**src/rtl/snake_ram_reader_pkg.sv**
```systemverilog
// Shared definitions for the snake segment RAM reader.
// Holds segment word field positions, segment type codes, colour constants,
// screen dimensions, the decoded segment struct, the reader FSM state type
// and a helper that splits a raw RAM word into its fields.
package snake_ram_reader_pkg;

  // Segment word layout: {type[1:0], x[7:0], y[6:0]}
  localparam int TYPE_MSB = 16;
  localparam int TYPE_LSB = 15;
  localparam int X_MSB    = 14;
  localparam int X_LSB    = 7;
  localparam int Y_MSB    = 6;
  localparam int Y_LSB    = 0;
  localparam int SEG_W    = 17;

  localparam logic [1:0] T_BODY = 2'b00;
  localparam logic [1:0] T_HEAD = 2'b01;
  localparam logic [1:0] T_FOOD = 2'b10;
  localparam logic [1:0] T_RSVD = 2'b11;

  localparam logic [2:0] COL_HEAD  = 3'b010;
  localparam logic [2:0] COL_BODY  = 3'b100;
  localparam logic [2:0] COL_FOOD  = 3'b001;
  localparam logic [2:0] COL_ERASE = 3'b000;

  localparam int SCR_W_DEF = 160;
  localparam int SCR_H_DEF = 120;

  typedef struct packed {
    logic [1:0] typ;
    logic [7:0] x;
    logic [6:0] y;
  } seg_t;

  typedef enum logic [2:0] {
    S_IDLE,
    S_FETCH,
    S_WAIT,
    S_LATCH,
    S_DRAW,
    S_NEXT,
    S_FINISH
  } state_t;

  function automatic seg_t seg_decode(input logic [SEG_W-1:0] w);
    seg_t s;
    s.typ = w[TYPE_MSB:TYPE_LSB];
    s.x   = w[X_MSB:X_LSB];
    s.y   = w[Y_MSB:Y_LSB];
    return s;
  endfunction

endpackage

```
**src/rtl/snake_ram_reader_if.sv**
```systemverilog
// Reader bus: segment RAM read port plus the VGA pixel stream.
// master: the reader (drives rd_address and the pixel stream).
// slave:  the RAM/VGA side (returns rd_q, consumes pixels).
interface snake_ram_reader_if #(
  parameter int ADDR_W = 11
);
  logic [ADDR_W-1:0] rd_address;
  logic [16:0]       rd_q;
  logic              plot;
  logic [7:0]        x;
  logic [6:0]        y;
  logic [2:0]        colour;

  modport master (output rd_address, input rd_q, output plot, x, y, colour);
  modport slave  (input rd_address, output rd_q, input plot, x, y, colour);
endinterface

```
**src/rtl/snake_block_raster.sv**
```systemverilog
// Combinational block rasteriser.
// Inputs:  base_x/base_y (segment origin), pc (pixel counter, dy:dx).
// Outputs: px/py (pixel position), clip (pixel falls outside the screen).
// Sums are widened by one bit so a block hanging off the right/bottom edge
// is clipped rather than wrapping back onto the screen.
module snake_block_raster #(
  parameter int BLOCK_LOG2 = 1,
  parameter int SCR_W      = 160,
  parameter int SCR_H      = 120
) (
  input  logic [7:0]              base_x,
  input  logic [6:0]              base_y,
  input  logic [2*BLOCK_LOG2-1:0] pc,
  output logic [7:0]              px,
  output logic [6:0]              py,
  output logic                    clip
);
  logic [8:0] x9;
  logic [7:0] y8;

  assign x9   = {1'b0, base_x} + 9'(pc[BLOCK_LOG2-1:0]);
  assign y8   = {1'b0, base_y} + 8'(pc[2*BLOCK_LOG2-1:BLOCK_LOG2]);
  assign px   = x9[7:0];
  assign py   = y8[6:0];
  assign clip = (x9 >= 9'(SCR_W)) || (y8 >= 8'(SCR_H));
endmodule

```
**src/rtl/snake_ram_reader.sv**
```systemverilog
// Walks snake segment RAM entries 0..length-1 and draws each segment as a
// BLOCK x BLOCK square on the VGA pixel stream.
// Ports: clk, reset_n (async low), go/erase/length (start request, sampled
// in IDLE), bus (RAM read port + pixel stream, master side), busy (not
// IDLE), done (one-cycle pulse after the pass, coincides with busy falling).
module snake_ram_reader
  import snake_ram_reader_pkg::*;
#(
  parameter int         ADDR_W     = 11,
  parameter int         BLOCK_LOG2 = 1,
  parameter int         RD_LAT     = 1,
  parameter int         SCR_W      = SCR_W_DEF,
  parameter int         SCR_H      = SCR_H_DEF,
  parameter logic [2:0] HEAD_COL   = COL_HEAD,
  parameter logic [2:0] BODY_COL   = COL_BODY,
  parameter logic [2:0] FOOD_COL   = COL_FOOD
) (
  input  logic                clk,
  input  logic                reset_n,
  input  logic                go,
  input  logic                erase,
  input  logic [ADDR_W-1:0]   length,
  snake_ram_reader_if.master  bus,
  output logic                busy,
  output logic                done
);
  localparam int PC_W = 2 * BLOCK_LOG2;

  state_t            state_q, state_d;
  logic [ADDR_W-1:0] idx_q, len_q, rd_addr_q;
  logic              erase_q;
  seg_t              seg_q, seg_in;
  logic [PC_W-1:0]   pc_q;
  logic [1:0]        wait_q;
  logic              plot_q, done_q;
  logic [7:0]        x_q, px;
  logic [6:0]        y_q, py;
  logic [2:0]        col_q, pix_col;
  logic              clip, last_idx;

  assign seg_in   = seg_decode(bus.rd_q);
  assign last_idx = (idx_q == len_q - ADDR_W'(1));

  snake_block_raster #(
    .BLOCK_LOG2(BLOCK_LOG2),
    .SCR_W     (SCR_W),
    .SCR_H     (SCR_H)
  ) u_raster (
    .base_x(seg_q.x),
    .base_y(seg_q.y),
    .pc    (pc_q),
    .px    (px),
    .py    (py),
    .clip  (clip)
  );

  always_comb begin
    pix_col = COL_ERASE;
    if (!erase_q) begin
      case (seg_q.typ)
        T_HEAD:  pix_col = HEAD_COL;
        T_BODY:  pix_col = BODY_COL;
        T_FOOD:  pix_col = FOOD_COL;
        default: pix_col = COL_ERASE;
      endcase
    end
  end

  always_ff @(posedge clk or negedge reset_n) begin
    if (!reset_n) state_q <= S_IDLE;
    else          state_q <= state_d;
  end

  always_comb begin
    state_d = state_q;
    case (state_q)
      S_IDLE:   if (go) state_d = (length == '0) ? S_FINISH : S_FETCH;
      S_FETCH:  state_d = (RD_LAT > 1) ? S_WAIT : S_LATCH;
      // Holds for RD_LAT-1 cycles so rd_q is valid when LATCH samples it
      S_WAIT:   if (wait_q == 2'(RD_LAT - 2)) state_d = S_LATCH;
      S_LATCH:  state_d = (seg_in.typ == T_RSVD) ? S_NEXT : S_DRAW;
      S_DRAW:   if (&pc_q) state_d = S_NEXT;
      S_NEXT:   state_d = last_idx ? S_FINISH : S_FETCH;
      S_FINISH: state_d = S_IDLE;
      default:  state_d = S_IDLE;
    endcase
  end

  always_ff @(posedge clk or negedge reset_n) begin
    if (!reset_n) begin
      idx_q     <= '0;
      len_q     <= '0;
      rd_addr_q <= '0;
      erase_q   <= 1'b0;
      seg_q     <= '0;
      pc_q      <= '0;
      wait_q    <= '0;
      plot_q    <= 1'b0;
      done_q    <= 1'b0;
      x_q       <= '0;
      y_q       <= '0;
      col_q     <= '0;
    end else begin
      plot_q <= 1'b0;
      done_q <= (state_q == S_FINISH);
      case (state_q)
        S_IDLE: if (go) begin
          len_q     <= length;
          erase_q   <= erase;
          idx_q     <= '0;
          rd_addr_q <= '0;
        end
        S_FETCH: wait_q <= '0;
        S_WAIT:  wait_q <= wait_q + 2'd1;
        S_LATCH: begin
          seg_q <= seg_in;
          pc_q  <= '0;
        end
        // Clipped pixels still take their cycle; only the strobe is masked
        S_DRAW: begin
          plot_q <= !clip;
          x_q    <= px;
          y_q    <= py;
          col_q  <= pix_col;
          pc_q   <= pc_q + PC_W'(1);
        end
        S_NEXT: if (!last_idx) begin
          idx_q     <= idx_q + ADDR_W'(1);
          rd_addr_q <= idx_q + ADDR_W'(1);
        end
        default: ;
      endcase
    end
  end

  assign bus.rd_address = rd_addr_q;
  assign bus.plot       = plot_q;
  assign bus.x          = x_q;
  assign bus.y          = y_q;
  assign bus.colour     = col_q;
  assign busy           = (state_q != S_IDLE);
  assign done           = done_q;
endmodule

```
**src/flat_wrapper.sv**
```systemverilog
// flat-port wrapper written by rule: the top's interface ports become plain ports
module snake_ram_reader_flat import snake_ram_reader_pkg::*;
#(
  parameter int         ADDR_W     = 11,
  parameter int         BLOCK_LOG2 = 1,
  parameter int         RD_LAT     = 1,
  parameter int         SCR_W      = SCR_W_DEF,
  parameter int         SCR_H      = SCR_H_DEF,
  parameter logic [2:0] HEAD_COL   = COL_HEAD,
  parameter logic [2:0] BODY_COL   = COL_BODY,
  parameter logic [2:0] FOOD_COL   = COL_FOOD
)
  (clk, reset_n, go, erase, length, busy, done, bus_rd_address, bus_rd_q, bus_plot, bus_x, bus_y, bus_colour);
  snake_ram_reader_if #(.ADDR_W(ADDR_W)) bus_i ();
  input  logic clk;
  input  logic reset_n;
  input  logic go;
  input  logic erase;
  input  logic [ADDR_W-1:0] length;
  output logic busy;
  output logic done;
  output wire logic [$bits(bus_i.rd_address)-1:0] bus_rd_address;
  input wire logic [$bits(bus_i.rd_q)-1:0] bus_rd_q;
  output wire logic [$bits(bus_i.plot)-1:0] bus_plot;
  output wire logic [$bits(bus_i.x)-1:0] bus_x;
  output wire logic [$bits(bus_i.y)-1:0] bus_y;
  output wire logic [$bits(bus_i.colour)-1:0] bus_colour;
  assign bus_rd_address = bus_i.rd_address;
  assign bus_i.rd_q = bus_rd_q;
  assign bus_plot = bus_i.plot;
  assign bus_x = bus_i.x;
  assign bus_y = bus_i.y;
  assign bus_colour = bus_i.colour;
  snake_ram_reader #(.ADDR_W(ADDR_W), .BLOCK_LOG2(BLOCK_LOG2), .RD_LAT(RD_LAT), .SCR_W(SCR_W), .SCR_H(SCR_H), .HEAD_COL(HEAD_COL), .BODY_COL(BODY_COL), .FOOD_COL(FOOD_COL)) u_core (.clk(clk), .reset_n(reset_n), .go(go), .erase(erase), .length(length), .bus(bus_i), .busy(busy), .done(done));
endmodule
```
**config.mk**
```make
export PLATFORM = sky130hd
export DESIGN_NAME = snake_ram_reader_flat
export DESIGN_NICKNAME = d
export VERILOG_FILES = /design/src/rtl/snake_ram_reader_pkg.sv /design/src/rtl/snake_ram_reader_if.sv /design/src/rtl/snake_block_raster.sv /design/src/rtl/snake_ram_reader.sv /design/src/flat_wrapper.sv
export SDC_FILE = /design/constraint.sdc
export NUM_CORES = 1
export LEC_CHECK = 0
export CELL_PAD_IN_SITES_DETAIL_PLACEMENT = 0
export CELL_PAD_IN_SITES_GLOBAL_PLACEMENT = 1
export CORE_MARGIN = 2
export CORE_UTILIZATION = 43
export DETAILED_ROUTE_END_ITERATION = 10
export PLACE_DENSITY_LB_ADDON = 0.1
export SETUP_SLACK_MARGIN = 0.15
export SLEW_MARGIN = 25
export SYNTH_ARGS = -nofsm -noshare
export SYNTH_HDL_FRONTEND = slang
export SYNTH_SLANG_ARGS = --single-unit
export TNS_END_PERCENT = 30
```
**constraint.sdc**
```tcl
create_clock -name clk -period 6 [get_ports clk]
set_input_delay 1.2 -clock clk [delete_from_list [all_inputs] [get_ports clk]]
set_output_delay 1.2 -clock clk [all_outputs]
set_load 0.01 [all_outputs]
```
==> flow_summary.toml <==
[outcome]
status = "finished clean"

[layout]
drive_gt1_share_pct = 11.24
syn_to_final_growth_pct = 26.28
fin_cells = 541
nets = 471
fin_util_pct = 55.44
mostFrequentLayoutCells = "dfrtp_1 (67), nand2_1 (62), clkdlybuf4s50_1 (62), o21ai_0 (36), mux2_2 (21)"
postLayoutCellArea_um2 = 4509
insertedDiodeCount = 0
layout_commonest_cell = "dfrtp_1"

[sta]
min_period_ps = 3268
final.period_utilization_pct = 54.46
fmax_ghz = 0.3060
worstMarginPinSlew_ps = 1015
drv_slew = 0
setup_viol = 0
finalHoldViolations = 0
slew_headroom_pct = 32.13
rsz0062_at_grt = "no"
worst_hold_slack_ps = 478.6
skew_ps = 8.580
timing.final.ws_setup_ps = 2732
fin_setup_tns_ps = 0

[yosys]
synth_seq_cells = 67
yosysWarnings = 0
syn_area_um2 = 3571
syn_avg_cell_area_um2 = 9.548
ys_types = 52
ys.flop_type = "dfrtp_1"
synth-seq-area-share_pct = 46.95
syn_inst = 374
synth.net_count = 414
synth_edf_count = 0
ys_async_sr_fraction_pct = 100.0

[cts]
htreeDepth = 3
cts_resized = 0
holdBufCountCts = 0
clk_transition_reported_paths_ps = 80
root_buffer = "clkbuf_8"
cts_buffers = 9
postCtsSetupBuffers = 0
insertion_delay_ps = 340
clock_path_buffers = 2
cts_tree = "yes"
clock-sinks = 67

[worst_setup_path]
r2r_slack_ps = 3030
critPathLaunchType = "register"
worst-r2r-cell-count = 9
path_cells = "nor3_1, inv_1, clkdlybuf4s50_1"
crit_slowest_cell = "nor3_1"
cpPeakStageDelay_ps = 600
crit_required_ps = 4800
cp_max_fo = 15
endpoint_kind = "primary output"
worstSetupPathType = "register to primary output"
r2r_start = "u_core.len_q[0]"
rr_endpoint = "u_core.bus.rd_address[0]"
cp_top_family = "simple AND/OR/NAND/NOR gates"
path_buf_inv = 2
arrival_ps = 2070

[hold_path]
worstHoldStart = "u_core.bus.x[4]"
holdPathEnd = "u_core.bus.x[4]"
worstHoldPathCells = 2
hold_class = "register to register"

[drt]
vias_per_cell = 5.482
drt_iter0_markers = 91
drt-wirelength-per-cell_um = 15.48
num_vias = 2966
drc_errors = 0
firstDrtPassIters = 4
wirelength_mm = 8.372
antenna_left = 0

[global_routing]
grt_pass1_wl_mm = 13.74
grt_util_all_layers_pct = 19.67
grt_pass1_vias = 2763
antenna_found_initial = 0
grt-ovfl-total = 0
grt_start_max_net_pins = 68

[floorplanning]
die_width_um = 95.13
die_h_um = 95.13
fp-row-count = 33
dieArea_um2 = 9050
placeableCoreArea_um2 = 8134
io_pins = 64
start_util_pct = 43.90

[placement]
place_ws_ps = 2994
dp_cells = 525
placed_cell_area_um2 = 4260
port_buffers = 63
place_congestion = 0.8722
post-dp-hpwl_mm = 5.846

[power]
power_leakage_nw = 1.895
powerDensity_nw_per_um2 = 479.5
fin_total_pwr_mw = 2.162
ir_worst_vdd_v = 0.0002516

[job]
maxCapViolCount = 0
==> layout make-up <==
cell class,instances,area (um^2)
fill,736,3625
clock buffer,10,137.6
multi-input combinational,279,1782
tap,105,131.4
timing repair buffer,64,633.1
inverter,10,37.54
clock inverter,6,111.4
sequential,67,1677
==> worst reg2reg max path: stages, from the launching register on <==
cell	delay, ps
dfrtp_1	430
inv_1	90
ha_1	360
or4b_2	640
nor3b_1	200
nor3_1	80
nor4b_1	360
and3_4	350
or3_1	200
mux2i_1	190
==> report_power, final <==
part | leakage, nW | total [mW] | internal, mW | switching [mW]
registers | 0.840 | 0.857 | 0.638 | 0.219
clock network | 0.123 | 0.467 | 0.288 | 0.179
logic | 0.932 | 0.838 | 0.425 | 0.413
total | 1.90 | 2.16 | 1.35 | 0.812
==> synth_stat cells, types with 2 or more instances <==
cell type	n	area share [%]
o31ai_1	4	0.84
or4_1	3	0.63
a21oi_1	8	1.1
o21ai_0	36	5.0
nand2_1	63	6.6
nor3b_1	4	0.84
nor4_1	3	0.53
a22oi_1	2	0.42
dfrtp_1	67	47
xnor2_1	8	2.0
nand2b_1	5	0.88
or3_1	8	1.4
or2_2	2	0.35
a31oi_1	2	0.35
inv_1	10	1.1
nor2b_1	2	0.35
xor2_1	11	2.7
nor2_1	18	1.9
clkbuf_1	15	1.6
mux2i_1	6	1.7
nand4b_1	2	0.49
a311oi_1	2	0.49
nand4_1	9	1.6
mux2_2	21	6.6
ha_1	8	2.8
buf_2	2	0.28
and3_1	4	0.70
nor3_1	9	1.3
nand3_1	13	1.8
a31o_2	2	0.49
o211ai_1	4	0.84
==> per-layer routing <==
layer | up-vias | GRT usage, % | wire length [um]
li1 | 1455 | - | -
met1 | 1420 | 27.99 | 4004
met2 | 79 | 28.93 | 3781
met3 | 12 | 4.822 | 467
met4 | 0 | 7.488 | 120
met5 | - | 0 | 0
==> registers in the layout, summed over array words and instances (netlist names) <==
register               cells
u_core.bus.y               7
u_core.bus.plot            1
u_core.seg_q              17
u_core.bus.rd_address     11
u_core.pc_q                2
u_core.len_q              11
u_core.state_q             3
u_core.wait_q              2
u_core.bus.colour          3
u_core.bus.x               8
u_core.erase_q             1
u_core.done                1
==> worst max path at each step <==
stage	from	endpoint	depth (start not counted)
floorplan	u_core.len_q[3]	u_core.bus.rd_address[3]	9
global placement	go	u_core.bus.rd_address[7]	4
detailed placement	go	u_core.bus.rd_address[7]	4
CTS	u_core.state_q[0]	busy	3
global route	u_core.state_q[0]	busy	3
finish	u_core.state_q[0]	busy	3
==> logic make-up (layout without fill, tap and decap cells) <==
kind of cell               after synthesis  after routing  share of synthesized area (%)
xor gates and xnor gates                19             19                          4.660
buffers and inverters                   28             90                          3.224
muxes                                   27             27                          8.304
AOI/OAI and AO/OA                       71             71                          12.44
adders and majority gates                8              8                          2.803
and+or+nand+nor                        154            154                          21.62
DFF                                     67             67                          46.95
Note: power is estimated with default switching activity, not from simulation.
